$ cat src/rtl/fifo_wr_arbiter.sv
// Write-side FIFO controller: round-robin arbitration of NREQ producers onto one memory write port.
// Optional macro ARB_BURST_EN keeps priority on a requester for up to BURST_LEN consecutive grants.
module fifo_wr_arbiter #(
    parameter int WIDTH     = 32,
    parameter int ADDR      = 5,
    parameter int NREQ      = 4,
    parameter int BURST_LEN = 4
) (
    input  logic                      clk,
    input  logic                      reset,
    input  logic [NREQ-1:0]           req_valid,
    input  logic [NREQ*WIDTH-1:0]     req_data,
    output logic [NREQ-1:0]           req_ready,
    input  logic [ADDR:0]             rptr,
    output logic                      write,
    output logic [ADDR-1:0]           waddr,
    output logic [WIDTH-1:0]          wdata,
    output logic                      wfull,
    output logic [ADDR:0]             wptr,
    output logic [ADDR:0]             level,
    output logic [$clog2(NREQ)-1:0]   gnt_id
);

    localparam int IW = $clog2(NREQ);

    if (NREQ < 2 || NREQ > 8 || BURST_LEN < 1) begin : g_bad_param
        $error("fifo_wr_arbiter: NREQ must be 2..8 and BURST_LEN >= 1");
    end

    logic [IW-1:0] rr_last;
    logic [IW-1:0] winner;
    logic          found;
    logic          grant;
    int            start_idx;

`ifdef ARB_BURST_EN
    localparam int CW = $clog2(BURST_LEN + 1);
    logic [CW-1:0] burst_cnt;
    logic [CW-1:0] burst_cnt_next;
    logic          hold;
`endif

    assign wfull = (wptr[ADDR] != rptr[ADDR]) && (wptr[ADDR-1:0] == rptr[ADDR-1:0]);
    assign level = wptr - rptr;

    // Circular priority search beginning one past the last winner (or on it while a burst is held).
    always_comb begin
        logic [IW-1:0] idx_b;
        found  = 1'b0;
        winner = '0;
        idx_b  = '0;
`ifdef ARB_BURST_EN
        start_idx = (hold && req_valid[rr_last]) ? int'(rr_last) : (int'(rr_last) + 1) % NREQ;
`else
        start_idx = (int'(rr_last) + 1) % NREQ;
`endif
        for (int k = 0; k < NREQ; k++) begin
            idx_b = IW'((start_idx + k) % NREQ);
            if (!found && req_valid[idx_b]) begin
                found  = 1'b1;
                winner = idx_b;
            end
        end
    end

    assign grant = found & ~wfull & ~reset;

    always_comb begin
        req_ready = '0;
        wdata     = '0;
        if (grant) begin
            req_ready[winner] = 1'b1;
            wdata             = req_data[int'(winner)*WIDTH +: WIDTH];
        end
    end

    assign write = grant;
    assign waddr = wptr[ADDR-1:0];

`ifdef ARB_BURST_EN
    always_comb begin
        burst_cnt_next = '0;
        if (hold && winner == rr_last)
            burst_cnt_next = burst_cnt + 1'b1;
    end
`endif

    // NOTE: state registers use non-blocking assignments so every flop samples pre-edge values.
    always_ff @(posedge clk) begin
        if (reset) begin
            wptr    <= '0;
            gnt_id  <= '0;
            rr_last <= IW'(NREQ - 1);
`ifdef ARB_BURST_EN
            burst_cnt <= '0;
            hold      <= 1'b0;
`endif
        end else if (grant) begin
            wptr    <= wptr + 1'b1;
            gnt_id  <= winner;
            rr_last <= winner;
`ifdef ARB_BURST_EN
            burst_cnt <= burst_cnt_next;
            hold      <= (burst_cnt_next < CW'(BURST_LEN - 1));
`endif
        end else begin
`ifdef ARB_BURST_EN
            // The burst owner dropping valid ends its burst even without a transfer.
            if (hold && !req_valid[rr_last]) begin
                burst_cnt <= '0;
                hold      <= 1'b0;
            end
`endif
        end
    end

endmodule

$ cat config.mk
export PLATFORM = sky130hd
export DESIGN_NAME = fifo_wr_arbiter
export DESIGN_NICKNAME = d
export VERILOG_FILES = /design/src/rtl/fifo_wr_arbiter.sv
export SDC_FILE = /design/constraint.sdc
export NUM_CORES = 1
export LEC_CHECK = 0
export ABC_AREA = 0
export CORE_ASPECT_RATIO = 1.75
export CORE_MARGIN = 1
export CORE_UTILIZATION = 31
export DETAILED_ROUTE_END_ITERATION = 6
export PLACE_DENSITY = 0.91
export SLEW_MARGIN = 30
export SYNTH_ARGS = -nofsm -noshare
export SYNTH_HDL_FRONTEND = slang
export SYNTH_SLANG_ARGS = --single-unit
$ cat constraint.sdc
create_clock -name clk -period 6.1 [get_ports clk]
set_input_delay 1.22 -clock clk [delete_from_list [all_inputs] [get_ports clk]]
set_output_delay 1.22 -clock clk [all_outputs]
set_load 0.05 [all_outputs]
==> results of run 1 <==
==> state kept, by name (all words and copies together), names as in the netlist <==
signal / count
gnt_id: 2
rr_last: 2
wptr: 6
==> layout by cell type (no fill, tap or decap), types with 3 or more instances in the layout <==
master and n:
o22ai_2 10, nand2b_1 5, ha_1 6, mux2i_1 66
nor2_1 11, a21oi_1 5, o22ai_1 23, o21ai_1 6
clkbuf_8 4, clkdlybuf4s50_1 196, inv_1 11, nand2_1 4
nand4_1 3, dfxtp_1 10
==> routing by layer <==
| layer | part of all wire, % | vias to the layer above | global-route usage, % | wire [um] |
|---|---|---|---|---|
| li1 | - | 1154 | - | - |
| met4 | 2.5 | 0 | 8.77 | 184 |
| met3 | 8.2 | 18 | 6.09 | 607 |
| met2 | 55 | 149 | 47.1 | 4130 |
| met1 | 34 | 1118 | 19.7 | 2520 |
| met5 | 0 | - | 0 | 0 |
==> final cells by class <==
type	instances	area share [%]
Sequential cell	10	5.25
Clock buffer	4	1.44
Inverter	14	1.44
Multi-Input combinational cell	167	37.0
Timing Repair Buffer	199	52.4
Tap cell	76	2.49
==> where the power goes <==
| group | switching (uW) | internal [uW] | leakage, uW | total (uW) |
|---|---|---|---|---|
| logic | 362 | 271 | 0.00150 | 633 |
| clock network | 28.3 | 56.9 | 0.0000288 | 85.2 |
| registers | 8.63 | 72.7 | 0.0000824 | 81.3 |
| total | 399 | 400 | 0.00161 | 800 |
==> metrics by stage <==
| stage | utilization [%] | worst slack, ns | total power, uW |
|---|---|---|---|
| after floorplan | - | 1.54 | 498 |
| after global placement | 66.8 | 0.594 | 706 |
| after detailed placement | 66.8 | 0.506 | 716 |
| after CTS | 67.7 | 0.491 | 803 |
| after global routing | 67.7 | 0.343 | 836 |
| final | 67.7 | 0.527 | 800 |
==> tightest hold or removal path, stage by stage (launching register included) <==
cell and delay, ns:
dfxtp_1 0.30, nand2_1 0.05, a21oi_1 0.05
==> worst max-delay path by stage <==
| stage | start | end | cells past startpoint |
|---|---|---|---|
| finish | rptr[1] | wdata[12] | 10 |
| global placement | rptr[1] | wdata[4] | 10 |
| floorplan | rptr[2] | wdata[10] | 10 |
| CTS | rptr[1] | wdata[9] | 10 |
| detailed placement | rptr[1] | wdata[9] | 10 |
| global route | rptr[1] | wdata[9] | 10 |
==> cells by family after synthesis <==
logic type	Yosys count
adder cells (fa/ha/maj)	7
XOR/XNOR	5
flip-flops	10
buffers and inverters	34
AO/OA/AOI/OAI	53
AND/OR/NAND/NOR	35
multiplexers	67
==> results.toml, run 1 <==
[global_route]
grt_pass1_wl_mm = 10.8
antenna_found_initial = 0
grt_overflow = 0
grt_usage_pct = 22.9
grt_pass1_vias = 2471
grt_max_degree = 53

[sta]
fmax_mhz = 179
fin_crit_sh_pct = 91.4
rsz0062_at_grt = "no"
slew_violations = 0
fin_skew_ns = 0.00225
setup-tns-final_ns = 0
fin_hold_ws_ns = 0.460
setup_viol = 0
tightest_slew_ns = 0.886
period_needed_ns = 5.57
slew_headroom_pct = 40.9
hold_viol = 0

[cells_and_area]
final_nets = 542
seq_area_um2 = 200
area_growth_pct = 109
drive_gt1_share_pct = 6.85
fill_cells = 475
stdcell_area_mm2 = 0.00381
antennaDiodeCount = 0
multi_input_area_mm2 = 0.00141
fin_cells = 470

[worst_setup_path]
critPathKind = "in2out"
crit_top_cell = "clkdlybuf4s50_1"
r2r_end = "rr_last[1]"
worstPathRequired_ns = 4.88
rr_startpoint = "wptr[2]"
cp-end-kind = "output pin"
worst_ep_arrival_time_ns = 4.35
r2r_setup_slack_ns = 3.77
critPathMaxFanout = 35
critPathTopFamily = "buffers and inverters"
cp-start-kind = "primary input"
critPathSlowestCell = "clkdlybuf4s50_1"
path_cells = "clkdlybuf4s50_1 -> inv_1 -> ha_1 -> and3_1 -> nand4_2 -> nand2_2 -> inv_4 -> nand2b_2 -> o22ai_1 -> clkdlybuf4s50_1"
r2r_cells = 7
worstPathBufferInverterCount = 4
critPathMaxStageDelay_ns = 0.87

[hold_path]
whs_endpoint = "gnt_id[1]"
whs_path_depth = 2
holdCritPathClass = "reg2reg"
hp-start = "gnt_id[1]"

[placement]
place.gp.congestion = 0.857
port-buffer-count = 196
dp_hpwl_mm = 6.19
dp.cells = 466
post_dp_cell_area_mm2 = 0.00376

[clock_network]
postCtsResizedCells = 0
cts.hold.buffers_added = 0
h-tree-depth = 1
clk_latency_ns = 0.24
cts_tree = "done"
clk_path_buf_depth = 2
cts_made_buffers = 3
cts-root-buf = "clkbuf_8"
cts.sinks = 10
cts.clk_slew.worst_paths_ns = 0.05
postCtsSetupBuffers = 0

[power_and_ir_drop]
p_per_area_mw_per_mm2 = 210
leakagePower_uw = 0.00161
ir_worst_vdd_uv = 99.3

[synth]
synth_compound_area_share_pct = 22.2
synth.net_count = 358
netlist_top_cells_count = "66 x mux2i_1, 23 x o22ai_1, 12 x buf_4"
synth_ff_type = "dfxtp_1"
synth-seq-cells = 10
synth_edf_count = 0
synthesis.area_mm2 = 0.00182
async_flop_share_pct = 0
synth_xor_area_share_pct = 2.81
avgSynthCellArea_um2 = 8.65
yosysSeqAreaShare_pct = 11.0
synth_fa_ha_area_share_pct = 5.21
syn_inst = 211
yosysMostFrequentCell = "mux2i_1"
yosys-mux-area-fraction_pct = 36.8
ys_types = 39
synth_top_cell_by_area = "mux2i_1"
ys_warn_count = 0
yosys.area_share.simple_pct = 10.2
synth_top_area_share_pct = 36.2
synth_top_family_by_area = "multiplexers"
synth.area.top_cells = "mux2i_1 36%, dfxtp_1 11%, o22ai_1 7.9%"

[detailed_routing]
drtIter0Drc = 78
vias = 2439
via_per_inst = 5.19
finalWirelength_mm = 7.45
drc_errors = 0
first_pass_iters = 4
postRouteAntennaNets = 0
route.detailed.wl_per_inst_um = 15.8

[floorplanning]
die_y_um = 103
start_util_pct = 32.4
io_pins = 197
die_x_um = 60.0
rows = 36
die_area_mm2 = 0.00621
coreArea_mm2 = 0.00563

[outcome]
status = "finished clean"

[job]
cap_violations = 0
Note: power is estimated with default switching activity, not from simulation.
==> inputs of run 2 (changes only) <==
- SETUP_SLACK_MARGIN: default -> 0.02
==> results of run 2 <==
Final layout, timing and power as in run 1 (identical DEF).
